--- src/rtl/pd_m1_pwr_seq.sv ---
// pd_m1_pwr_seq: power sequencer ordering isolation, retention, power switch and reset for PD_M1
// Ports:
//   ck_i/arst_i        clock, synchronous active-high reset
//   pwrDownReq_i       level request to power down (sampled in ON)
//   pwrUpReq_i         level request to power up (sampled in OFF)
//   pswAckM1_i         power switch status from PD_M1 (1 = powered)
//   errClr_i           clears errTimeout_o
//   isolateM1M2_o      clamp for M1->M2 SVI signals
//   retainM1_o         retention save/hold
//   pswEnM1_o          power switch enable
//   rstHoldM1_o        holds M1 logic in reset
//   m1On_o / busy_o    idle-on indication / sequencing in progress
//   errTimeout_o       sticky switch-ack timeout flag
module pd_m1_pwr_seq #(
  parameter int ISO_SETUP = 2,
  parameter int RST_HOLD  = 4,
  parameter int ACK_TMO   = 64
) (
  input  logic ck_i,
  input  logic arst_i,
  input  logic pwrDownReq_i,
  input  logic pwrUpReq_i,
  input  logic pswAckM1_i,
  input  logic errClr_i,
  output logic isolateM1M2_o,
  output logic retainM1_o,
  output logic pswEnM1_o,
  output logic rstHoldM1_o,
  output logic m1On_o,
  output logic busy_o,
  output logic errTimeout_o
);
  localparam int MX_A = (ISO_SETUP > RST_HOLD) ? ISO_SETUP : RST_HOLD;
  localparam int MX   = (MX_A > ACK_TMO) ? MX_A : ACK_TMO;
  localparam int CW   = $clog2(MX) + 1;
  // RST_REL counts RST_HOLD down to 0 so its final cycle releases reset while still isolated
  localparam logic [CW-1:0] ISO_LD = CW'(ISO_SETUP - 1);
  localparam logic [CW-1:0] RH_LD  = CW'(RST_HOLD);
  localparam logic [CW-1:0] TMO_LD = CW'(ACK_TMO - 1);

  typedef enum logic [2:0] {
    OFF, PSW_ON, RST_REL, DE_ISO, ON, ISO_ON, RET, PSW_OFF
  } state_e;

  state_e state_q, state_d;
  logic [CW-1:0] cnt_q, cnt_d;
  logic tmo;
  logic iso_q, ret_q, psw_q, rh_q, on_q, busy_q, err_q;

  always_comb begin
    state_d = state_q;
    cnt_d   = (cnt_q != '0) ? cnt_q - CW'(1) : cnt_q;
    tmo     = 1'b0;
    case (state_q)
      OFF:     if (pwrUpReq_i) begin state_d = PSW_ON; cnt_d = TMO_LD; end
      PSW_ON:  if (pswAckM1_i) begin state_d = RST_REL; cnt_d = RH_LD; end
               else if (cnt_q == '0) begin state_d = OFF; tmo = 1'b1; end
      RST_REL: if (cnt_q == '0) begin state_d = DE_ISO; cnt_d = ISO_LD; end
      DE_ISO:  if (cnt_q == '0) state_d = ON;
      ON:      if (pwrDownReq_i) begin state_d = ISO_ON; cnt_d = ISO_LD; end
      ISO_ON:  if (cnt_q == '0) state_d = RET;
      RET:     begin state_d = PSW_OFF; cnt_d = TMO_LD; end
      PSW_OFF: if (!pswAckM1_i) state_d = OFF;
               else if (cnt_q == '0) begin state_d = OFF; tmo = 1'b1; end
      default: state_d = OFF;
    endcase
  end

  // outputs are decoded from the current state register, so they trail the state by one cycle
  always_ff @(posedge ck_i) begin
    if (arst_i) begin
      state_q <= OFF;
      cnt_q   <= '0;
      iso_q   <= 1'b1;
      ret_q   <= 1'b0;
      psw_q   <= 1'b0;
      rh_q    <= 1'b1;
      on_q    <= 1'b0;
      busy_q  <= 1'b0;
      err_q   <= 1'b0;
    end else begin
      state_q <= state_d;
      cnt_q   <= cnt_d;
      iso_q   <= !(state_q == DE_ISO || state_q == ON);
      ret_q   <= (state_q == RET) ? 1'b1 : (state_q == RST_REL) ? 1'b0 : ret_q;
      psw_q   <= !(state_q == OFF || state_q == PSW_OFF);
      rh_q    <= state_q == OFF || state_q == PSW_ON || state_q == PSW_OFF ||
                 (state_q == RST_REL && cnt_q != '0);
      on_q    <= state_q == ON;
      busy_q  <= !(state_q == ON || state_q == OFF);
      err_q   <= tmo ? 1'b1 : errClr_i ? 1'b0 : err_q;
    end
  end

  assign isolateM1M2_o = iso_q;
  assign retainM1_o    = ret_q;
  assign pswEnM1_o     = psw_q;
  assign rstHoldM1_o   = rh_q;
  assign m1On_o        = on_q;
  assign busy_o        = busy_q;
  assign errTimeout_o  = err_q;
endmodule
--- config.mk ---
export PLATFORM = sky130hd
export DESIGN_NAME = pd_m1_pwr_seq
export DESIGN_NICKNAME = d
export VERILOG_FILES = /design/src/rtl/pd_m1_pwr_seq.sv
export SDC_FILE = /design/constraint.sdc
export NUM_CORES = 1
export LEC_CHECK = 0
export BUFFER_PORTS_ARGS = -buffer_cell sky130_fd_sc_hd__buf_2
export CORE_UTILIZATION = 30
export CTS_CLUSTER_DIAMETER = 150
export CTS_CLUSTER_SIZE = 14
export DETAILED_ROUTE_END_ITERATION = 8
export GPL_TIMING_DRIVEN = 0
export PLACE_DENSITY = 0.52
export SKIP_LAST_GASP = 1
export SYNTH_ARGS = -nofsm -noshare
export SYNTH_HDL_FRONTEND = slang
export SYNTH_SLANG_ARGS = --single-unit
--- constraint.sdc ---
create_clock -name ck_i -period 2.2 [get_ports ck_i]
set_clock_uncertainty 0.1 [all_clocks]
set_input_delay 0 -clock ck_i [delete_from_list [all_inputs] [get_ports ck_i]]
set_output_delay 0 -clock ck_i [all_outputs]
set_load 0.05 [all_outputs]
==> qor.csv, run 1 <==
stage,metric,value,unit
setup_path,r2r-end,cnt_q[0],
sta,fmax,0.474,GHz
yosys,syn-num-nets,135,
setup_path,crit_required,2330,ps
yosys,syn_inst,126,
detailed_routing,vias,972,
yosys,synth_edf_count,0,
yosys,syn_area_per_cell,7.90,sq um
grt,grt_pass1_vias,887,
sta,slew-limit-headroom,47.2,%
setup_path,worstSetupEndpointType,flop,
yosys,seq_area_frac_synth,34.2,%
sta,slew_viol_final,0,
sta,setup_tns,0,ps
clock_tree,cts.sinks,17,
yosys,synth_top_family_by_area,simple AND/OR/NAND/NOR gates,
grt,antenna_found_initial,0,
grt,grt_pass1_wl,4130,um
detailed_routing,final_antenna_net_count,0,
sta,post-route-period-util,95.8,%
setup_path,reg2regPathDepth,8,
yosys,synthAdderAreaFrac,3.77,%
clock_tree,path_clk_slew,100,ps
yosys,synth.area.mux_share,1.01,%
sta,rsz0062_at_grt,false,
grt,overflow,0,
detailed_routing,drc,0,
yosys,synth_area_leader_cell,dfxtp_1,
setup_path,crit_path_cell_trace,or4_4 > nor2_4 > inv_2 > buf_6 > ha_1 > a211o_1 > a21o_1 > a21oi_1,
setup_path,r2r_setup_slack,90,ps
sta,hold_slack,25.8,ps
die,core_area,3100,sq um
clock_tree,clk_path_buf_depth,2,
placed_design,post-place-ws,2.68,ps
yosys,yosys_most_used_dff,dfxtp_1,
layout,nFillCells,340,
layout,multi_input_area,604,sq um
die,io_pins,13,
layout,diodes,0,
detailed_routing,firstDrtPassIters,4,
clock_tree,worstSkewPairLatency,300,ps
yosys,synth_cell_type_count,41,
placed_design,dpl.hpwl,1780,um
detailed_routing,drt-wirelength-per-cell,12.5,um
grt,track_usage,15.8,%
layout,final_layout_size_suffix_gt1_share,21.9,%
sta,setup_slack,91.8,ps
yosys,synth-xor-area-share,1.76,%
power_and_ir_drop,irDropWorstVdd,0.267,mV
detailed_routing,wl,2370,um
layout,postLayoutCellArea,1180,sq um
yosys,synth.area.top_cells,"dfxtp_1 34%, a21oi_1 6.0%, nand2_1 4.9%, ha_1 3.8%, nor2_1 3.4%",
setup_path,crit_end,cnt_q[0],
sta,max_slew.worst_pin.slew,785,ps
yosys,async_reset_ff_share,0,%
setup_path,cp_slowest_cell,or4_4,
sta,setup_viol,0,
layout,post-route-util,38.2,%
setup_path,critPathTopFamily,simple AND/OR/NAND/NOR gates,
detailed_routing,first_iter_violations,17,
setup_path,crit_type,reg -> reg,
placed_design,dp_cells,182,
worst_hold_path,hold_class,in -> reg,
layout,final_common_cell,dfxtp_1,
power_and_ir_drop,power.total,0.989,mW
layout,fin_cells,190,
yosys,yosys.area_share.simple,29.9,%
yosys,ys_ff_latch,17,
die,die_area,3550,sq um
setup_path,start_kind,flop,
clock_tree,cts_tree,done,
setup_path,slowest_delay,570,ps
layout,nNetsFinal,156,
setup_path,crit_cells,8,
die,die-width,59.6,um
yosys,yosysWarnings,0,
yosys,synth_top_area_share,34.2,%
setup_path,crit_buf_inv,2,
grt,grt_max_degree,11,
setup_path,rr_startpoint,cnt_q[2],
placed_design,portBuffers,12,
yosys,synth-compound-area-share,23.7,%
clock_tree,root_buffer,clkbuf_4,
clock_tree,cts.htree.levels,1,
setup_path,cp-startpoint,cnt_q[2],
die,rows,20,
layout,ff_latch_area,344,sq um
detailed_routing,via_per_inst,5.12,
sta,min_period,2110,ps
layout,layout_common_cells,"14 x dfxtp_1, 13 x nand2_1, 12 x a21oi_1, 12 x buf_2, 9 x nor2_1",
die,start_util,32.1,%
setup_path,cp_max_fo,10,
placed_design,dpl-instance-area,1110,sq um
power_and_ir_drop,power.density,835,nW/um^2
power_and_ir_drop,p_leak,0.481,nW
status,outcome,finished clean,
layout,syn_to_final_growth,19.0,%
setup_path,cp.arrival,2240,ps
sta,hold_violations,0,
clock_tree,numCtsBuffers,3,
job,drv_cap,0,
yosys,syn-cell-area,996,sq um
die,chipHeight,59.6,um
placed_design,place_congestion,0.844,
## final cells by class
cell class                 count  area share (%)
multi-input combinational     96            51.0
inverter                       5            1.58
clock buffer                   3            1.90
buffer                         8            3.17
timing repair buffer          16            8.24
tap                           44            4.65
clock inverter                 1           0.422
sequential                    17            29.0
## worst min-delay path by stage
stage	start	endpoint	slack (ps)	cells past startpoint
after CTS	pwrDownReq_i	state_q[1]	20	4
after global routing	pwrDownReq_i	state_q[1]	30	4
after floorplan	arst_i	cnt_q[6]	-20	1
after global placement	errClr_i	errTimeout_o	160	3
final	pwrDownReq_i	state_q[1]	30	4
after detailed placement	errClr_i	errTimeout_o	180	3
## logic make-up (layout without fill, tap and decap cells)
family / count (synthesis) / in the layout
adders and majority gates: 3 / 3
and+or+nand+nor: 54 / 54
xor gates and xnor gates: 2 / 2
muxes: 1 / 1
buffers and inverters: 13 / 33
AOI/OAI and AO/OA: 36 / 36
DFF: 17 / 17
## state kept, by name (all words and copies together), names as in the netlist
| name | cells |
|---|---|
| cnt_q | 7 |
| state_q | 3 |
| busy_o | 1 |
| errTimeout_o | 1 |
| isolateM1M2_o | 1 |
| m1On_o | 1 |
| pswEnM1_o | 1 |
| retainM1_o | 1 |
| rstHoldM1_o | 1 |
## layer usage
layer,track usage [%],vias to the layer above,part of all wire (%)
met5,0,-,0
met1,20.5,452,48
met4,6.98,0,1.8
met2,26.0,20,47
li1,-,495,-
met3,1.97,5,3.0
## worst register-to-register path, cell delays in order, from the launching register on
cell	delay, ps
dfxtp_2	360
or4_4	570
nor2_4	110
inv_2	50
buf_6	130
ha_1	170
a211o_1	280
a21o_1	170
a21oi_1	100
## cell usage after synthesis, types with 2 or more instances
cell type and count:
a21o_1 2, a21oi_1 12, a31oi_1 5, clkbuf_1 7, dfxtp_1 17, ha_1 3
inv_1 4, nand2_1 13, nand2b_1 5, nand3_1 6, nand4_1 2, nor2_1 9
nor2b_1 2, nor3_1 4, nor4_1 2, o21a_1 2, o21ai_0 6, xor2_1 2
## what timing repair did
action,CTS,global route
endpoints found under the hold margin,8,0
hold buffers,3,0
gates resized for setup,0,5
pin swaps,1,1
endpoints found under the setup margin,1,1
setup buffers,1,0
## where the power goes
part | switching, mW | internal (mW)
sequential | 0.0442 | 0.354
clock | 0.104 | 0.0678
combinational | 0.232 | 0.188
(Power assumes the default switching activity.)
==> inputs of run 2 (changes only) <==
--- a/config.mk
+++ b/config.mk
@@ -6,12 +6,14 @@
 export NUM_CORES = 1
 export LEC_CHECK = 0
 export BUFFER_PORTS_ARGS = -buffer_cell sky130_fd_sc_hd__buf_2
+export CELL_PAD_IN_SITES_DETAIL_PLACEMENT = 0
+export CELL_PAD_IN_SITES_GLOBAL_PLACEMENT = 1
 export CORE_UTILIZATION = 30
 export CTS_CLUSTER_DIAMETER = 150
 export CTS_CLUSTER_SIZE = 14
 export DETAILED_ROUTE_END_ITERATION = 8
 export GPL_TIMING_DRIVEN = 0
-export PLACE_DENSITY = 0.52
+export PLACE_DENSITY = 0.65
 export SKIP_LAST_GASP = 1
 export SYNTH_ARGS = -nofsm -noshare
 export SYNTH_HDL_FRONTEND = slang
==> run 2 against run 1 <==
Against the previous run:
- first-iteration DRC count grew to 2.8 times the previous value
- final area is 2.9% higher
- largest power group unchanged
- global-route usage hardly changed
- critical path depth unchanged
- flip-flop and latch count did not move
- routed wire length increased by 6.4%
- total power increased by 3.0%
- via count rose by 0.41%
- final cell count rose by 1.6%
- non-clock buffer count grew 3
- sequential share of layout area decreased by 0.19 points
- combinational power grew 6.2%
==> qor.csv, run 2 (synthesis gave the netlist of run 1 again) <==
stage,metric,value,unit,change
die,chipHeight,59.6,um,unchanged
clock_tree,clk_path_buf_depth,2,,unchanged
sta,setup_slack,79.8,ps,-12.0 ps
die,die_area,3550,sq um,unchanged
layout,diodes,0,,unchanged
setup_path,cp_slowest_cell,or4_4,,
die,io_pins,13,,unchanged
clock_tree,cts.htree.levels,1,,unchanged
setup_path,r2r_setup_slack,80,ps,about the same
placed_design,dp_cells,182,,unchanged
sta,setup_viol,0,,unchanged
setup_path,worstSetupEndpointType,flop,,
setup_path,cp_max_fo,10,,unchanged
detailed_routing,via_per_inst,5.06,,-1.1%
layout,layout_common_cells,"13 x nand2_1, 12 x dfxtp_1, 12 x buf_2",,
layout,fin_cells,193,,+1.6%
layout,multi_input_area,608,sq um,+0.62%
power_and_ir_drop,power.density,836,nW/um^2,+0.11%
clock_tree,cts_tree,done,,
die,core_area,3100,sq um,unchanged
layout,ff_latch_area,352,sq um,+2.2%
layout,top_register,cnt_q,,
placed_design,dpl.hpwl,1830,um,+2.8%
grt,grt_pass1_wl,4140,um,+0.34%
sta,fmax,0.472,GHz,-0.57%
sta,slew_viol_final,0,,unchanged
setup_path,start_kind,flop,,
clock_tree,path_clk_slew,100,ps,about the same
placed_design,place_congestion,0.871,,+3.2%
die,start_util,32.1,%,unchanged
clock_tree,cts.sinks,17,,unchanged
placed_design,post-place-ws,-3.79,ps,-6.48 ps
clock_tree,worstSkewPairLatency,290,ps,about the same
setup_path,crit_type,reg -> reg,,
detailed_routing,wl,2530,um,+6.4%
clock_tree,root_buffer,clkbuf_4,,
grt,track_usage,15.8,%,+0.017 points
sta,slew-limit-headroom,55.4,%,+8.2 points
detailed_routing,drt-wirelength-per-cell,13.1,um,+4.7%
setup_path,cp.arrival,2240,ps,about the same
placed_design,portBuffers,12,,unchanged
grt,overflow,0,,unchanged
layout,syn_to_final_growth,22.4,%,
sta,post-route-period-util,96.4,%,+0.55 points
job,drv_cap,0,,unchanged
power_and_ir_drop,p_leak,0.497,nW,+3.3%
setup_path,slowest_delay,550,ps,-20 ps
power_and_ir_drop,irDropWorstVdd,0.323,mV,+21%
layout,final_layout_size_suffix_gt1_share,26.2,%,+4.3 points
sta,min_period,2120,ps,+12.0 ps
grt,antenna_found_initial,0,,unchanged
grt,grt_pass1_vias,872,,-1.7%
worst_hold_path,hold_class,in -> reg,,
layout,nNetsFinal,159,,+1.9%
layout,largest_register_ffs,7,,unchanged
layout,nFillCells,356,,+4.7%
setup_path,crit_path_cell_trace,or4_4 > nor2_4 > inv_2 > buf_6 > ha_1 > a211o_1 > a21o_1 > a21oi_2,,
setup_path,crit_buf_inv,2,,unchanged
setup_path,crit_required,2320,ps,about the same
detailed_routing,first_iter_violations,47,,+30
status,outcome,finished clean,,
sta,hold_violations,0,,unchanged
setup_path,critPathTopFamily,simple AND/OR/NAND/NOR gates,,
grt,grt_max_degree,11,,unchanged
layout,reg.largest.list,"cnt_q x7, state_q x3",,
clock_tree,numCtsBuffers,3,,unchanged
sta,max_slew.worst_pin.slew,663,ps,-121 ps
detailed_routing,vias,976,,+0.41%
detailed_routing,firstDrtPassIters,4,,unchanged
die,die-width,59.6,um,unchanged
die,rows,20,,unchanged
layout,final_common_cell,nand2_1,,
detailed_routing,final_antenna_net_count,0,,unchanged
detailed_routing,drc,0,,unchanged
[run 2: area by class of cell]
cell class,count,area share [%]
buffer,8,3.08
clock buffer,3,1.85
clock inverter,1,0.411
inverter,5,1.54
multi-input combinational,96,49.9
sequential,17,28.9
tap,44,4.52
timing repair buffer,19,9.86
[run 2: repair_timing]
action,4_1_cts,5_1_grt
endpoints found under the setup margin,1,1
pin swaps,1,3
gates resized for setup,0,11
setup buffers,1,3
hold buffers,3,0
gates cloned,0,0
endpoints found under the hold margin,8,0
[run 2: worst paths after layout]
path,depth (start not counted),start,end
worst min register to register,2,retainM1_o,retainM1_o
worst max register to register,8,cnt_q[5],cnt_q[0]
worst min-delay path,4,pwrDownReq_i,state_q[1]
worst max-delay path,8,cnt_q[5],cnt_q[0]
[run 2: tightest hold or removal path: stages]
cell,delay (ps)
buf_2,130
nand2_1,60
a221o_1,160
a21oi_2,40
[run 2: power breakdown]
group	switching (mW)	total (mW)	internal, mW
logic	0.238	0.445	0.206
clock network	0.0980	0.166	0.0675
registers	0.0491	0.408	0.359
total	0.385	1.02	0.633
[run 2: routing by layer]
layer	part of all wire (%)	up-vias	GRT usage [%]
met3	2.9	4	1.97
met2	48	25	25.7
met5	0	-	0
met1	48	446	21.2
met4	1.2	0	5.98
li1	-	501	-
[run 2: per-stage QoR]
step / setup TNS [ps] / power (mW) / instance area [sq um] / util, % / hold WS, ps
after global placement: -8.23 / 0.803 / 1110 / 35.8 / 162
after floorplan: 0 / 0.716 / 996 / - / -21.5
final: 0 / 1.02 / 1220 / 39.3 / 35.3
after CTS: 0 / 0.983 / 1180 / 37.9 / 31.6
after detailed placement: -3.79 / 0.802 / 1110 / 35.8 / 172
after global routing: -12.3 / 1.11 / 1220 / 39.3 / 50.6
==> inputs of run 3 (changes only) <==
--- a/config.mk
+++ b/config.mk
@@ -5,6 +5,7 @@
 export SDC_FILE = /design/constraint.sdc
 export NUM_CORES = 1
 export LEC_CHECK = 0
+export ABC_AREA = 1
 export BUFFER_PORTS_ARGS = -buffer_cell sky130_fd_sc_hd__buf_2
 export CELL_PAD_IN_SITES_DETAIL_PLACEMENT = 0
 export CELL_PAD_IN_SITES_GLOBAL_PLACEMENT = 1
==> run 3 against run 2 <==
Against the previous run:
- global-route usage fell by 1.3 points
- clock power is 4% higher
- synthesized cell count increased by 21%
- sequential share of layout area shrank 1.6 points
- setup slack better by 230 ps
- largest cell class unchanged
==> qor.csv, run 3 <==
stage,metric,value,unit,change
yosys,syn-num-nets,161,,+19%
clock_tree,cts.sinks,17,,unchanged
grt,grt_max_degree,11,,unchanged
sta,slew-limit-headroom,66.5,%,+11 points
setup_path,cp_slowest_cell,dfxtp_1,,
setup_path,cp_common_cell,nor2_1,,
setup_path,r2r_setup_slack,310,ps,+230 ps
grt,grt_pass1_wl,3980,um,-3.8%
clock_tree,clk_path_buf_depth,2,,unchanged
status,outcome,finished clean,,
sta,post-route-period-util,86.1,%,-10 points
layout,diodes,0,,unchanged
layout,syn_to_final_growth,16.2,%,
die,die_area,3830,sq um,+7.6%
grt,antenna_found_initial,0,,unchanged
setup_path,r2r-end,cnt_q[0],,
sta,fmax,0.528,GHz,+12%
setup_path,crit_path_cell_trace,inv_1 > ha_1 > inv_1 > nor2_1 > nand3_4 > ha_1 > nor2_1 > o22ai_1 > nor2_1 > a21oi_1,,
power_and_ir_drop,p_leak,0.593,nW,+19%
yosys,synth.area.top_cells,"dfxtp_1 32%, nand2_1 10%, nor2_1 7.0%, inv_1 5.2%, nor2_4 5.2%",,
die,io_pins,13,,unchanged
sta,slew_viol_final,0,,unchanged
detailed_routing,wl,2510,um,-0.51%
setup_path,cp_max_fo,10,,unchanged
yosys,syn_inst,152,,+21%
grt,overflow,0,,unchanged
placed_design,place_congestion,0.749,,-14%
grt,use_met3,2.48,%,+0.52 points
sta,max_slew.worst_pin.slew,502,ps,-161 ps
layout,layout_common_cells,"30 x nand2_1, 20 x nor2_1, 17 x dfxtp_1",,
setup_path,critPathTopFamily,simple AND/OR/NAND/NOR gates,,
yosys,seq_area_frac_synth,31.7,%,-2.5 points
worst_hold_path,min_path_cells,5,,+1
placed_design,dpl.hpwl,1990,um,+8.6%
sta,rsz0062_at_grt,false,,
yosys,synth_most_common_cell,nand2_1,,
detailed_routing,via_per_inst,4.52,,-11%
yosys,syn_area_per_cell,7.07,sq um,-11%
clock_tree,cts_tree,done,,
detailed_routing,final_antenna_net_count,0,,unchanged
layout,largest_register_ffs,7,,unchanged
placed_design,portBuffers,12,,unchanged
yosys,syn-cell-area,1070,sq um,+7.9%
yosys,synth_commonest_cells,"30 x nand2_1, 20 x nor2_1, 17 x dfxtp_1, 15 x inv_1, 9 x nand3_1",,
setup_path,worstSetupEndpointType,flop,,
layout,final_layout_size_suffix_gt1_share,26.9,%,+0.73 points
detailed_routing,firstDrtPassIters,4,,unchanged
setup_path,start_kind,flop,,
grt,globalRouteMet2Util,24.1,%,-1.6 points
yosys,synth_edf_count,0,,unchanged
clock_tree,post-cts-setup-buffer-count,0,,-1
power_and_ir_drop,power.density,1020,nW/um^2,+22%
job,drv_cap,0,,unchanged
sta,hold_violations,0,,unchanged
die,start_util,31.7,%,-0.39 points
setup_path,slowest_delay,340,ps,-210 ps
clock_tree,path_clk_slew,100,ps,about the same
layout,top_register,cnt_q,,
grt,grt_pass1_vias,907,,+4.0%
yosys,ys_ff_latch,17,,unchanged
setup_path,cp.arrival,1970,ps,-270 ps
layout,fin_cells,217,,+12%
die,rows,21,,+5.0%
setup_path,rr_startpoint,cnt_q[0],,
yosys,yosysWarnings,0,,unchanged
yosys,synth_cell_type_count,32,,-22%
yosys,synth_top_area_share,31.7,%,-2.5 points
grt,grt-busiest-layer,met2,,
power_and_ir_drop,irDropWorstVdd,0.279,mV,-13%
yosys,yosys_most_used_dff,dfxtp_1,,
sta,min_period,1890,ps,-227 ps
worst_hold_path,min_from,pswAckM1_i,,
detailed_routing,vias,980,,+0.41%
sta,setup_tns,0,ps,unchanged
worst_hold_path,hold_class,in -> reg,,
yosys,async_reset_ff_share,0,%,unchanged
sta,setup_viol,0,,unchanged
clock_tree,cts.htree.levels,1,,unchanged
detailed_routing,drt-wirelength-per-cell,11.6,um,-12%
die,chipHeight,61.9,um,+3.7%
setup_path,reg2regPathDepth,10,,+2
yosys,synth_area_leader_cell,dfxtp_1,,
worst_hold_path,min_to,state_q[2],,
layout,nNetsFinal,181,,+14%
clock_tree,numCtsBuffers,3,,unchanged
setup_path,crit_type,reg -> reg,,
die,core_area,3390,sq um,+9.2%
setup_path,crit_required,2280,ps,-40 ps
detailed_routing,drc,0,,unchanged
clock_tree,worstSkewPairLatency,300,ps,about the same
placed_design,dp_cells,210,,+15%
layout,final_common_cell,nand2_1,,
detailed_routing,first_iter_violations,45,,-4.3%
die,die-width,61.9,um,+3.7%
grt,track_usage,14.5,%,-1.3 points
layout,reg.largest.list,"cnt_q x7, state_q x3",,
grt,grt_use_met1,19.1,%,-2.1 points
setup_path,crit_buf_inv,2,,unchanged
clock_tree,root_buffer,clkbuf_4,,
-- run 3: changes by cell type after synthesis, moves of 6 or more --
cell      before  now
inv_1          4   15
nand2_1       13   30
a21oi_1       12    6
clkbuf_1       7    1
nor2_1         9   20
-- run 3: power breakdown --
part           internal [mW]  switching (mW)  total, mW
combinational          0.232           0.421      0.653
sequential             0.375          0.0697      0.445
clock                 0.0706           0.101      0.172
-- run 3: worst reg2reg max path, stage by stage, from the launching register on --
cell and delay [ps]:
dfxtp_1 340, inv_1 110, ha_1 160, inv_1 30
nor2_1 150, nand3_4 180, ha_1 340, nor2_1 110
o22ai_1 90, nor2_1 90, a21oi_1 60
-- run 3: repair_timing --
| item | CTS | global route |
|---|---|---|
| hold endpoints to repair | 6 | 0 |
| hold buffers | 3 | 0 |
| gates resized for setup | 0 | 0 |
-- run 3: per-stage QoR --
| step | area [sq um] | power [mW] | setup slack [ps] | utilization (%) | hold WS (ps) |
|---|---|---|---|---|---|
| floorplan | 1070 | 0.965 | 513 | - | 45.1 |
| finish | 1250 | 1.27 | 306 | 36.8 | 24.3 |
| detailed placement | 1190 | 1.10 | 299 | 35.2 | 157 |
| global route | 1250 | 1.37 | 106 | 36.8 | 72.6 |
| CTS | 1250 | 1.28 | 282 | 36.8 | 32.6 |
| global placement | 1190 | 1.09 | 342 | 35.2 | 157 |
-- run 3: worst max path at each step --
stage,from,endpoint,cells after the start
2_1_floorplan,cnt_q[0],cnt_q[0],10
3_3_place_gp,cnt_q[0],cnt_q[0],10
5_1_grt,cnt_q[0],cnt_q[0],10
6_report,cnt_q[0],cnt_q[0],10
3_5_place_dp,cnt_q[0],cnt_q[0],10
4_1_cts,cnt_q[0],cnt_q[0],10
-- run 3: logic make-up (layout without fill, tap and decap cells) --
| logic type | Yosys count | after routing | synth area share [%] |
|---|---|---|---|
| flops | 17 | 17 | 31.7 |
| xor+xnor | 2 | 2 | 1.63 |
| compound gates | 23 | 23 | 13.0 |
| fa+ha+maj | 3 | 3 | 3.49 |
| buf+inv | 25 | 44 | 9.54 |
| simple gates | 82 | 82 | 40.6 |
-- run 3: metal layers --
layer | vias to the layer above | share of wire (%) | wire length [um]
met3 | 5 | 2.3 | 59
met2 | 14 | 48 | 1200
met4 | 0 | 1.5 | 37
met5 | - | 0 | 0
li1 | 520 | - | -
met1 | 441 | 48 | 1220
-- run 3: cell type report --
type / instances / area (sq um)
fill: 351 / 2140
multi-input combinational: 110 / 632
sequential: 17 / 340
timing repair buffer: 15 / 90.1
inverter: 23 / 87.6
tap: 46 / 57.6
clock buffer: 4 / 26.3
buffer: 2 / 15.0
